### src/rtl/bell_tone_driver.sv
// Purpose : turns each accepted strike edge into one fixed-length square-wave burst on the buzzer, then a forced silent gap.
// Latency : an edge sampled on cycle N gives buzz=1 and busy=1 on cycle N+1; all outputs are registered.
// Backpr. : none upstream; one strike may wait behind the running burst/gap, further edges are dropped and flagged in overrun.
//
// Ports:
//   clk, rst          - system clock (rising edge), asynchronous active-high reset
//   en                - 1 accepts new strike edges; 0 ignores them and discards a waiting strike
//   strike            - strike level from the bell stage, synchronous to clk
//   cnt_clr           - synchronous clear of strike_cnt and overrun (wins over a same-cycle update)
//   buzz              - square wave to the buzzer
//   busy              - high while a burst or gap is running
//   strike_cnt        - number of accepted strikes, wraps
//   overrun           - sticky, a strike was dropped because one was already waiting
//
// Optional macro BELL_DECAY_EN: mutes every odd tone period in the second half of the burst.
module bell_tone_driver #(
    parameter int TONE_HALF = 5000,
    parameter int BURST_LEN = 1000000,
    parameter int GAP_LEN   = 200000,
    parameter int CNT_W     = 8
) (
    input  logic             clk,
    input  logic             rst,
    input  logic             en,
    input  logic             strike,
    input  logic             cnt_clr,
    output logic             buzz,
    output logic             busy,
    output logic [CNT_W-1:0] strike_cnt,
    output logic             overrun
);

    localparam logic [1:0] S_IDLE = 2'd0;
    localparam logic [1:0] S_TONE = 2'd1;
    localparam logic [1:0] S_GAP  = 2'd2;

    localparam int TW = $clog2(BURST_LEN);
    localparam int HW = (TONE_HALF > 1) ? $clog2(TONE_HALF) : 1;
    localparam int GW = (GAP_LEN > 1) ? $clog2(GAP_LEN) : 1;

    logic [1:0]    state;
    logic [TW-1:0] tone_timer;
    logic [HW-1:0] half_cnt;
    logic [GW-1:0] gap_timer;
    logic          phase;
    logic          per_odd;
    logic          pending;
    logic          strike_prev;

    logic          edge_det;
    logic          accept;
    logic          drop;
    logic          tone_last;
    logic          gap_last;
    logic          half_wrap;
    logic [TW-1:0] timer_nxt;
    logic          phase_nxt;
    logic          per_odd_nxt;
    logic          buzz_nxt;

    always_comb begin
        edge_det    = strike & ~strike_prev & en;
        // pending is never set in IDLE, so an idle edge is always accepted
        accept      = edge_det & ~pending;
        drop        = edge_det & pending;
        tone_last   = (tone_timer == TW'(BURST_LEN - 1));
        gap_last    = (gap_timer == GW'(GAP_LEN - 1));
        half_wrap   = (half_cnt == HW'(TONE_HALF - 1));
        timer_nxt   = tone_timer + 1'b1;
        phase_nxt   = half_wrap ? ~phase : phase;
        // a new tone period begins whenever the phase returns high
        per_odd_nxt = (half_wrap & ~phase) ? ~per_odd : per_odd;
        buzz_nxt    = phase_nxt;
`ifdef BELL_DECAY_EN
        if ((timer_nxt >= TW'(BURST_LEN / 2)) && per_odd_nxt)
            buzz_nxt = 1'b0;
`endif
    end

    always_ff @(posedge clk or posedge rst) begin
        if (rst) begin
            state       <= S_IDLE;
            tone_timer  <= '0;
            half_cnt    <= '0;
            gap_timer   <= '0;
            phase       <= 1'b0;
            per_odd     <= 1'b0;
            pending     <= 1'b0;
            strike_prev <= 1'b1;   // a strike already high at release is not an edge
            buzz        <= 1'b0;
            busy        <= 1'b0;
        end else begin
            strike_prev <= strike;
            case (state)
                S_IDLE: begin
                    if (edge_det) begin
                        state      <= S_TONE;
                        busy       <= 1'b1;
                        buzz       <= 1'b1;
                        tone_timer <= '0;
                        half_cnt   <= '0;
                        phase      <= 1'b1;
                        per_odd    <= 1'b0;
                    end
                end
                S_TONE: begin
                    if (tone_last) begin
                        state     <= S_GAP;
                        gap_timer <= '0;
                        buzz      <= 1'b0;
                    end else begin
                        tone_timer <= timer_nxt;
                        half_cnt   <= half_wrap ? '0 : half_cnt + 1'b1;
                        phase      <= phase_nxt;
                        per_odd    <= per_odd_nxt;
                        buzz       <= buzz_nxt;
                    end
                    if (accept)
                        pending <= 1'b1;
                    else if (!en)
                        pending <= 1'b0;
                end
                S_GAP: begin
                    if (gap_last) begin
                        pending <= 1'b0;
                        // an edge landing on the last gap cycle starts the next burst directly
                        if ((pending & en) | edge_det) begin
                            state      <= S_TONE;
                            buzz       <= 1'b1;
                            tone_timer <= '0;
                            half_cnt   <= '0;
                            phase      <= 1'b1;
                            per_odd    <= 1'b0;
                        end else begin
                            state <= S_IDLE;
                            busy  <= 1'b0;
                        end
                    end else begin
                        gap_timer <= gap_timer + 1'b1;
                        if (accept)
                            pending <= 1'b1;
                        else if (!en)
                            pending <= 1'b0;
                    end
                end
                default: begin
                    state   <= S_IDLE;
                    busy    <= 1'b0;
                    buzz    <= 1'b0;
                    pending <= 1'b0;
                end
            endcase
        end
    end

    always_ff @(posedge clk or posedge rst) begin
        if (rst) begin
            strike_cnt <= '0;
            overrun    <= 1'b0;
        end else if (cnt_clr) begin
            strike_cnt <= '0;
            overrun    <= 1'b0;
        end else begin
            if (accept)
                strike_cnt <= strike_cnt + 1'b1;
            if (drop)
                overrun <= 1'b1;
        end
    end

endmodule
### config.mk
export PLATFORM = sky130hd
export DESIGN_NAME = bell_tone_driver
export DESIGN_NICKNAME = d
export VERILOG_FILES = /design/src/rtl/bell_tone_driver.sv
export SDC_FILE = /design/constraint.sdc
export NUM_CORES = 1
export LEC_CHECK = 0
export ABC_AREA = 1
export BUFFER_PORTS_ARGS = -buffer_cell sky130_fd_sc_hd__buf_2
export CORE_UTILIZATION = 34
export DETAILED_ROUTE_END_ITERATION = 16
export GPL_ROUTABILITY_DRIVEN = 0
export GPL_TIMING_DRIVEN = 1
export HOLD_SLACK_MARGIN = 0.15
export SYNTH_ARGS = -nofsm -noshare
export SYNTH_HDL_FRONTEND = slang
export SYNTH_SLANG_ARGS = --single-unit
### constraint.sdc
create_clock -name clk -period 2.7 [get_ports clk]
set_input_delay 0.54 -clock clk [delete_from_list [all_inputs] [get_ports clk]]
set_output_delay 0.54 -clock clk [all_outputs]
set_load 0.02 [all_outputs]
==> results.py, run 1 <==
metrics = {
    "outcome": {
        "outcome": "completed",
    },
    "grt": {
        "antenna_found_initial": 0,
        "grt_pass1_vias": 3986,
        "grt_pass1_wl_mm": 18.5,
        "grt_max_degree": 59,
        "track_usage": 0.174,
        "grt-ovfl-total": 0,
    },
    "drt": {
        "wl_per_cell_um": 12.2,
        "drt_first_iter_violations": 403,
        "vias": 4225,
        "routed_wl_mm": 10.7,
        "viasPerCell": 4.80,
        "drt_first_pass_iters": 5,
        "drc": 0,
        "ant_nets": 0,
    },
    "clock_tree": {
        "cts.path.max_buffers": 2,
        "htreeDepth": 3,
        "clock_latency_ns": 0.34,
        "cts_tree": "done",
        "clkTransAtPathRegs_ns": 0.05,
        "ctsResizeCount": 0,
        "cts_buffers": 9,
        "clock-root-buffer": "clkbuf_16",
        "clkSinkCount": 67,
    },
    "synth": {
        "synth_compound_area_frac": 0.113,
        "ys_warn_count": 0,
        "yosys.cell_types.count": 28,
        "synth_seq_cells": 67,
        "synthDominantCellAreaShare": 0.365,
        "syn_avg_cell_area_um2": 6.59,
        "synthCells": 686,
        "ys_top_cells_by_area": "dfrtp_1, nand2_1, nor2_1",
        "synth.area.mux_share": 0,
        "yosys.area_share.adder": 0.0221,
        "netlist_area_um2": 4520,
        "synth-seq-area-share": 0.371,
        "synth_top_family_by_area": "simple AND/OR/NAND/NOR gates",
        "async_flop_share": 1.00,
        "yosysTopAreaCell": "dfrtp_1",
        "synth_edf_count": 0,
        "yosys_most_used_dff": "dfrtp_1",
        "synth-simple-area-share": 0.381,
        "synth_xor_area_frac": 0.0252,
        "synth_nets": 699,
    },
    "floorplanning": {
        "dieArea_um2": 13800,
        "die_h_um": 117,
        "io_pins": 16,
        "initial_core_util": 0.354,
        "coreArea_um2": 12800,
        "fp.dieW_um": 117,
        "rows": 41,
    },
    "setup_path": {
        "arrival_ns": 2.43,
        "path_max_fanout": 19,
        "cp_slowest_stage_delay_ns": 0.41,
        "start_kind": "flop",
        "end_kind": "flop",
        "crit_type": "flop to flop",
        "path_cells": "ha_1, nand3_2, nor2_2, nand3_1, o21ai_0, nand2_1, buf_12, nand2_1, o21ai_0",
        "slowest_stage": "dfrtp_1",
        "required_ns": 2.92,
    },
    "placed_design": {
        "detailed_place_hpwl_mm": 7.52,
        "pre_cts_slack_ns": 0.524,
        "dp.cells": 863,
        "io_buffers": 15,
    },
    "sta": {
        "max_slew.worst_pin.slew_ns": 0.613,
        "relSlewSlack": 0.591,
        "hold_viol_final": 0,
        "worst_slack_ns": 0.482,
        "fin_crit_ns": 2.22,
        "max_clock_freq_ghz": 0.451,
        "post-route-period-util": 0.821,
        "hold_slack_ns": 0.309,
        "slew_violations": 0,
        "fin_skew_ns": 0.00537,
        "rsz0062_at_grt": "no",
        "fin_setup_tns_ns": 0,
        "setup_viol": 0,
    },
    "power": {
        "p_leak_nw": 2.46,
        "ir_drop_uv": 322,
        "p_per_area_nw_per_um2": 676,
    },
    "hold_path": {
        "hold_path.class": "primary input to flop",
    },
    "cells_and_area": {
        "layout-drive-gt1-share": 0.0706,
        "finalNetCount": 716,
        "layout_commonest_cell": "nand2_1",
        "final_cells": 880,
        "area_growth_pct": 12.8,
        "mostFrequentLayoutCells": "nand2_1, nor2_1, inv_1",
        "postLayoutCoreUtil": 0.399,
        "antennaDiodeCount": 0,
    },
    "run": {
        "max_cap_viol_count": 0,
    },
}
-- routing by layer --
layer / routed length (µm) / track usage
met1: 5320 / 0.224
met5: 0 / 0
met2: 4840 / 0.280
met3: 413 / 0.0469
met4: 174 / 0.0608
-- cell usage after synthesis (all sizes together), types with 8 or more instances --
cell	instances
ha	8
nand3	39
o21bai	34
nor2	110
xor2	12
inv	81
nand4	9
a21oi	13
nand2	239
nor3	17
buf	9
clkbuf	8
o21ai	33
dfrtp	66
-- power by group --
| part | total [mW] | internal (mW) | switching, mW | leakage (nW) |
|---|---|---|---|---|
| combinational | 1.14 | 0.294 | 0.845 | 1.40 |
| sequential | 1.15 | 1.08 | 0.0651 | 0.921 |
| clock | 1.16 | 0.721 | 0.439 | 0.146 |
| total | 3.44 | 2.10 | 1.35 | 2.46 |
-- registers in the layout, summed over array words and instances (netlist names) --
| signal | cells |
|---|---|
| busy | 1 |
| half_cnt | 13 |
| buzz | 1 |
| strike_prev | 1 |
| state | 2 |
| strike_cnt | 8 |
| overrun | 1 |
| tone_timer | 20 |
| gap_timer | 18 |
| phase | 1 |
| pending | 1 |
-- critical path, delay by kind of cell (launching register included) --
kind            cells  cell delay [ns]
flops               1             0.41
fa+ha+maj           1             0.23
simple gates        5             0.85
compound gates      2             0.31
buf+inv             1             0.29
-- path summary, 6_finish.rpt --
check                           slack (ns)           from  cells after the start             to
worst min-delay path                  0.31         strike                      1    strike_prev
max in group asynchronous             1.43            rst                      4    strike_prev
worst max-delay path                  0.48  tone_timer[0]                      9   gap_timer[4]
worst max register to register        0.48  tone_timer[0]                      9   gap_timer[4]
min in group asynchronous             0.67            rst                      3  gap_timer[13]
worst min register to register        0.49           buzz                      2           buzz
-- per-stage QoR --
step | area (µm²) | total power [mW]
after CTS | 5100 | 3.50
final | 5100 | 3.44
after floorplan | 4520 | 2.02
after global routing | 5100 | 3.67
after detailed placement | 4790 | 2.31
after global placement | 4790 | 2.29
-- cell type report --
class                   instances  area [µm²]
inverters                      81         304
flip-flops and latches         67        1680
well taps                     172         215
fillers                      1309        7680
repair buffers                 23         163
multi-input cells             521        2440
clock buffers                  15         288
clock inverters                 1        5.00
-- kinds of logic after synthesis --
family / after synthesis
DFF: 67
xor gates and xnor gates: 13
adders and majority gates: 8
and+or+nand+nor: 417
buffers and inverters: 98
AOI/OAI and AO/OA: 83
-- timing repair --
| action | 4_1_cts | 5_1_grt |
|---|---|---|
| buffers inserted | 0 | 0 |
| hold endpoints to repair | 9 | 0 |
| hold buffers | 1 | 0 |
Note: power is estimated with default switching activity, not from simulation.
==> run 2, diff against run 1 <==
==> constraint.sdc (replaced) <==
create_clock -name clk -period 1.85 [get_ports clk]
set_input_delay 0.37 -clock clk [delete_from_list [all_inputs] [get_ports clk]]
set_output_delay 0.37 -clock clk [all_outputs]
set_load 0.02 [all_outputs]
==> results.py, run 2 (same netlist as run 1, synthesis figures left out) <==
metrics = {
    "grt": {
        "grt_use_met1": 0.222,
        "grt_use_met2": 0.295,
        "top_usage_layer": "met2",
        "grt_util_met3": 0.0345,
        "grt_max_degree": 34,
        "grt_pass1_wl_mm": 19.0,
        "grt-ovfl-total": 0,
        "grt_pass1_vias": 4152,
        "antenna_found_initial": 0,
        "track_usage": 0.177,
    },
    "drt": {
        "drt_first_iter_violations": 225,
        "routed_wl_mm": 10.9,
        "viasPerCell": 4.79,
        "drc": 0,
        "wl_per_cell_um": 12.2,
        "ant_nets": 0,
        "drt_first_pass_iters": 5,
        "vias": 4293,
    },
    "floorplanning": {
        "fp.dieW_um": 117,
        "io_pins": 16,
        "initial_core_util": 0.354,
        "die_h_um": 117,
        "coreArea_um2": 12800,
        "dieArea_um2": 13800,
        "rows": 41,
    },
    "sta": {
        "post-route-period-util": 0.940,
        "max_slew.worst_pin.slew_ns": 0.339,
        "rsz0062_at_grt": "yes",
        "hold_slack_ns": 0.256,
        "hold_viol_final": 0,
        "setup_viol": 0,
        "slew_violations": 0,
        "fin_setup_tns_ns": 0,
        "relSlewSlack": 0.772,
        "worst_slack_ns": 0.111,
        "fin_skew_ns": 0.00902,
        "fin_crit_ns": 1.74,
        "max_clock_freq_ghz": 0.575,
    },
    "cells_and_area": {
        "layout_commonest_cell": "nand2_1",
        "layout-drive-gt1-share": 0.0979,
        "mostFrequentLayoutCells": "nand2_1, nor2_1, inv_1",
        "regMostFlops": "tone_timer",
        "n_fill_cell": 1318,
        "multiInputGateArea_um2": 2480,
        "seq_area_um2": 1680,
        "area_growth_pct": 17.4,
        "top_regs": "tone_timer x20, gap_timer x18, half_cnt x13",
        "finalNetCount": 733,
        "final_cells": 897,
        "antennaDiodeCount": 0,
        "largest_register_ffs": 20,
    },
    "power": {
        "p_per_area_nw_per_um2": 1030,
        "p_leak_nw": 2.55,
        "ir_drop_uv": 580,
        "power_mw": 5.45,
    },
    "run": {
        "max_cap_viol_count": 0,
    },
    "setup_path": {
        "end_kind": "flop",
        "arrival_ns": 2.01,
        "start_kind": "flop",
        "path_max_fanout": 27,
        "required_ns": 2.12,
        "crit_type": "flop to flop",
    },
    "clock_tree": {
        "clock-root-buffer": "clkbuf_16",
        "cts_tree": "done",
        "htreeDepth": 3,
        "cts.path.max_buffers": 2,
        "clock_latency_ns": 0.34,
        "cts_setup_buffers": 0,
        "clkTransAtPathRegs_ns": 0.06,
        "clkSinkCount": 67,
        "cts_buffers": 9,
    },
    "placed_design": {
        "pre_cts_slack_ns": 0.0601,
        "detailed_place_hpwl_mm": 7.97,
        "io_buffers": 15,
        "dp.cells": 879,
    },
    "hold_path": {
        "hold_path.class": "primary input to flop",
    },
    "outcome": {
        "outcome": "completed",
    },
}
[run 2: changes by cell type in the layout (fill, tap and decap cells not counted), sizes merged]
cell | previous run | this run
buf | 22 | 38
bufinv | 0 | 1
clkbuf | 15 | 11
clkinvlp | 0 | 2
dlygate4sd3 | 1 | 2
inv | 81 | 82
[run 2: what timing repair did]
action,4_1_cts,5_1_grt
endpoints found under the hold margin,13,0
hold buffers,2,0
setup endpoints to repair,0,41
resized for setup,0,11
[run 2: final timing paths]
path                           from             to  slack, ns  depth (start not counted)
hold reg to reg                buzz           buzz       0.47                          2
setup reg to reg           state[1]  tone_timer[1]       0.11                          7
setup / recovery           state[1]  tone_timer[1]       0.11                          7
hold / removal              cnt_clr  strike_cnt[1]       0.26                          2
min in group asynchronous       rst  gap_timer[16]       0.55                          3
max in group asynchronous       rst  strike_cnt[2]       0.72                          4
[run 2: per-stage QoR]
stage	area [µm²]	utilization
3_5_place_dp	4930	0.386
4_1_cts	5250	0.411
2_1_floorplan	4520	-
5_1_grt	5310	0.415
3_3_place_gp	4930	0.386
6_report	5310	0.415
[run 2: layout make-up]
class,instances,share of cell area
Clock inverter,5,0.0113
Clock buffer,11,0.0458
Multi-Input combinational cell,521,0.467
Tap cell,172,0.0406
Sequential cell,67,0.316
Inverter,81,0.0580
Timing Repair Buffer,40,0.0613
[run 2: report_power, final]
part           internal, mW  switching [mW]  leakage (nW)
Sequential             1.58          0.0780         0.921
Clock                  1.09           0.668         0.147
Combinational         0.693            1.34          1.48
Total                  3.36            2.09          2.55
[run 2: worst max-delay path, stage by stage, from the launching register on]
cell	delay [ns]
dfrtp_1	0.40
inv_1	0.11
ha_1	0.34
nand4_1	0.17
nand2_2	0.18
buf_6	0.28
o21bai_1	0.12
nand2_1	0.07
[run 2: layer usage]
layer,routed length [µm],up-vias
li1,-,2226
met1,5260,1990
met2,5090,66
met3,389,11
met4,182,0
met5,0,-
==> run 3, diff against run 2 <==
--- a/config.mk
+++ b/config.mk
@@ -12,6 +12,7 @@
 export GPL_ROUTABILITY_DRIVEN = 0
 export GPL_TIMING_DRIVEN = 1
 export HOLD_SLACK_MARGIN = 0.15
+export PLACE_DENSITY_LB_ADDON = 0.1
 export SYNTH_ARGS = -nofsm -noshare
 export SYNTH_HDL_FRONTEND = slang
 export SYNTH_SLANG_ARGS = --single-unit
==> results.py, run 3 (same netlist as run 1, synthesis figures left out) <==
metrics = {
    "setup_path": {
        "reg2regPathDepth": 12,
        "start_kind": "flop",
        "rrSetupSlack_ns": 0.05,
        "arrival_ns": 2.08,
        "crit_type": "flop to flop",
        "path_max_fanout": 6,
        "required_ns": 2.13,
        "crit_path_end": "tone_timer[13]",
        "end_kind": "flop",
        "crit_start": "gap_timer[1]",
        "reg2reg_from": "gap_timer[1]",
        "r2r_end": "tone_timer[13]",
    },
    "sta": {
        "fin_skew_ns": 0.00650,
        "fin_setup_tns_ns": 0,
        "fin_crit_ns": 1.80,
        "relSlewSlack": 0.773,
        "post-route-period-util": 0.973,
        "max_slew.worst_pin.slew_ns": 0.337,
        "rsz0062_at_grt": "yes",
        "worst_slack_ns": 0.0504,
        "slew_violations": 0,
        "setup_viol": 0,
        "hold_viol_final": 0,
        "max_clock_freq_ghz": 0.556,
    },
    "drt": {
        "routed_wl_mm": 12.5,
        "drc": 0,
        "viasPerCell": 4.83,
        "drt_first_pass_iters": 5,
        "drt_first_iter_violations": 233,
        "wl_per_cell_um": 13.5,
        "vias": 4488,
        "ant_nets": 0,
    },
    "floorplanning": {
        "fp.dieW_um": 117,
        "rows": 41,
        "coreArea_um2": 12800,
        "die_h_um": 117,
        "dieArea_um2": 13800,
        "io_pins": 16,
        "initial_core_util": 0.354,
    },
    "power": {
        "p_per_area_nw_per_um2": 1070,
        "ir_drop_uv": 600,
        "p_leak_nw": 2.80,
    },
    "hold_path": {
        "hold_path.class": "primary input to flop",
        "hold_depth": 2,
    },
    "clock_tree": {
        "clkSinkCount": 67,
        "htreeDepth": 3,
        "cts_tree": "done",
        "clock-root-buffer": "clkbuf_16",
        "clock_latency_ns": 0.34,
        "cts.path.max_buffers": 2,
        "cts_buffers": 9,
        "clkTransAtPathRegs_ns": 0.05,
    },
    "cells_and_area": {
        "layout-drive-gt1-share": 0.160,
        "area_growth_pct": 26.8,
        "regMostFlops": "tone_timer",
        "layout_commonest_cell": "nand2_1",
        "top_regs": "tone_timer x20, gap_timer x18, half_cnt x13",
        "largest_register_ffs": 20,
        "n_fill_cell": 1317,
        "final_cells": 929,
        "mostFrequentLayoutCells": "nand2_1, nor2_1, inv_1",
        "finalNetCount": 765,
        "postLayoutCoreUtil": 0.449,
        "antennaDiodeCount": 0,
    },
    "grt": {
        "grt_max_degree": 35,
        "grt_pass1_vias": 4225,
        "grt_pass1_wl_mm": 19.8,
        "antenna_found_initial": 0,
        "grt-ovfl-total": 0,
        "track_usage": 0.189,
    },
    "outcome": {
        "outcome": "completed",
    },
    "placed_design": {
        "dp.cells": 894,
        "pre_cts_slack_ns": -0.0151,
        "io_buffers": 15,
        "detailed_place_hpwl_mm": 8.46,
    },
    "run": {
        "max_cap_viol_count": 0,
    },
}
## run 3: layout make-up
class	instances	area (µm²)	area share
Tap cell	172	215	0.0375
Multi-Input combinational cell	521	2580	0.450
Sequential cell	67	1680	0.293
Inverter	81	310	0.0541
Clock buffer	16	272	0.0474
Timing Repair Buffer	72	676	0.118
## run 3: through the flow
stage	area, µm²	total power [mW]	hold slack (ns)
after floorplan	4520	2.95	0.374
after detailed placement	5050	3.73	0.352
after global routing	5730	6.53	0.254
after global placement	5050	3.71	0.345
after CTS	5350	5.38	0.242
final	5730	6.15	0.265
## run 3: worst min path at each step
| stage | startpoint | to | slack [ns] |
|---|---|---|---|
| global route | cnt_clr | strike_cnt[1] | 0.25 |
| finish | cnt_clr | strike_cnt[1] | 0.27 |
| floorplan | strike | strike_prev | 0.37 |
| detailed placement | rst | strike_cnt[7] | 0.35 |
| CTS | cnt_clr | strike_cnt[1] | 0.24 |
| global placement | rst | strike_cnt[6] | 0.35 |
## run 3: what timing repair did
action,4_1_cts,5_1_grt
hold buffers,2,0
resized for setup,2,42
endpoints found under the setup margin,22,57
endpoints found under the hold margin,10,0
pin swaps,0,8
buffers inserted,0,12
cloned,0,6
## run 3: layer usage
layer  up-vias  GRT usage  part of all wire
met2        75      0.317              0.49
met3        25     0.0335             0.029
met4         0     0.0861             0.027
met5         -          0                 0
met1      2100      0.235              0.45
li1       2288          -                 -
## run 3: worst max-delay path: stages (launching register included)
cell and delay (ns):
dfrtp_1 0.40, ha_4 0.17, nand2_4 0.05, inv_4 0.08, nand2_4 0.06, nor2_4 0.10
nand2_2 0.07, nand2_4 0.09, nand3_4 0.13, nor2_8 0.27, clkbuf_16 0.21, nand2_1 0.05
nand2_1 0.06
## run 3: where the power goes
part	leakage [nW]	total, mW	switching, mW	internal, mW
sequential	0.917	1.65	0.0739	1.58
clock	0.131	1.60	0.616	0.983
combinational	1.75	2.90	1.66	1.24
total	2.80	6.15	2.35	3.80
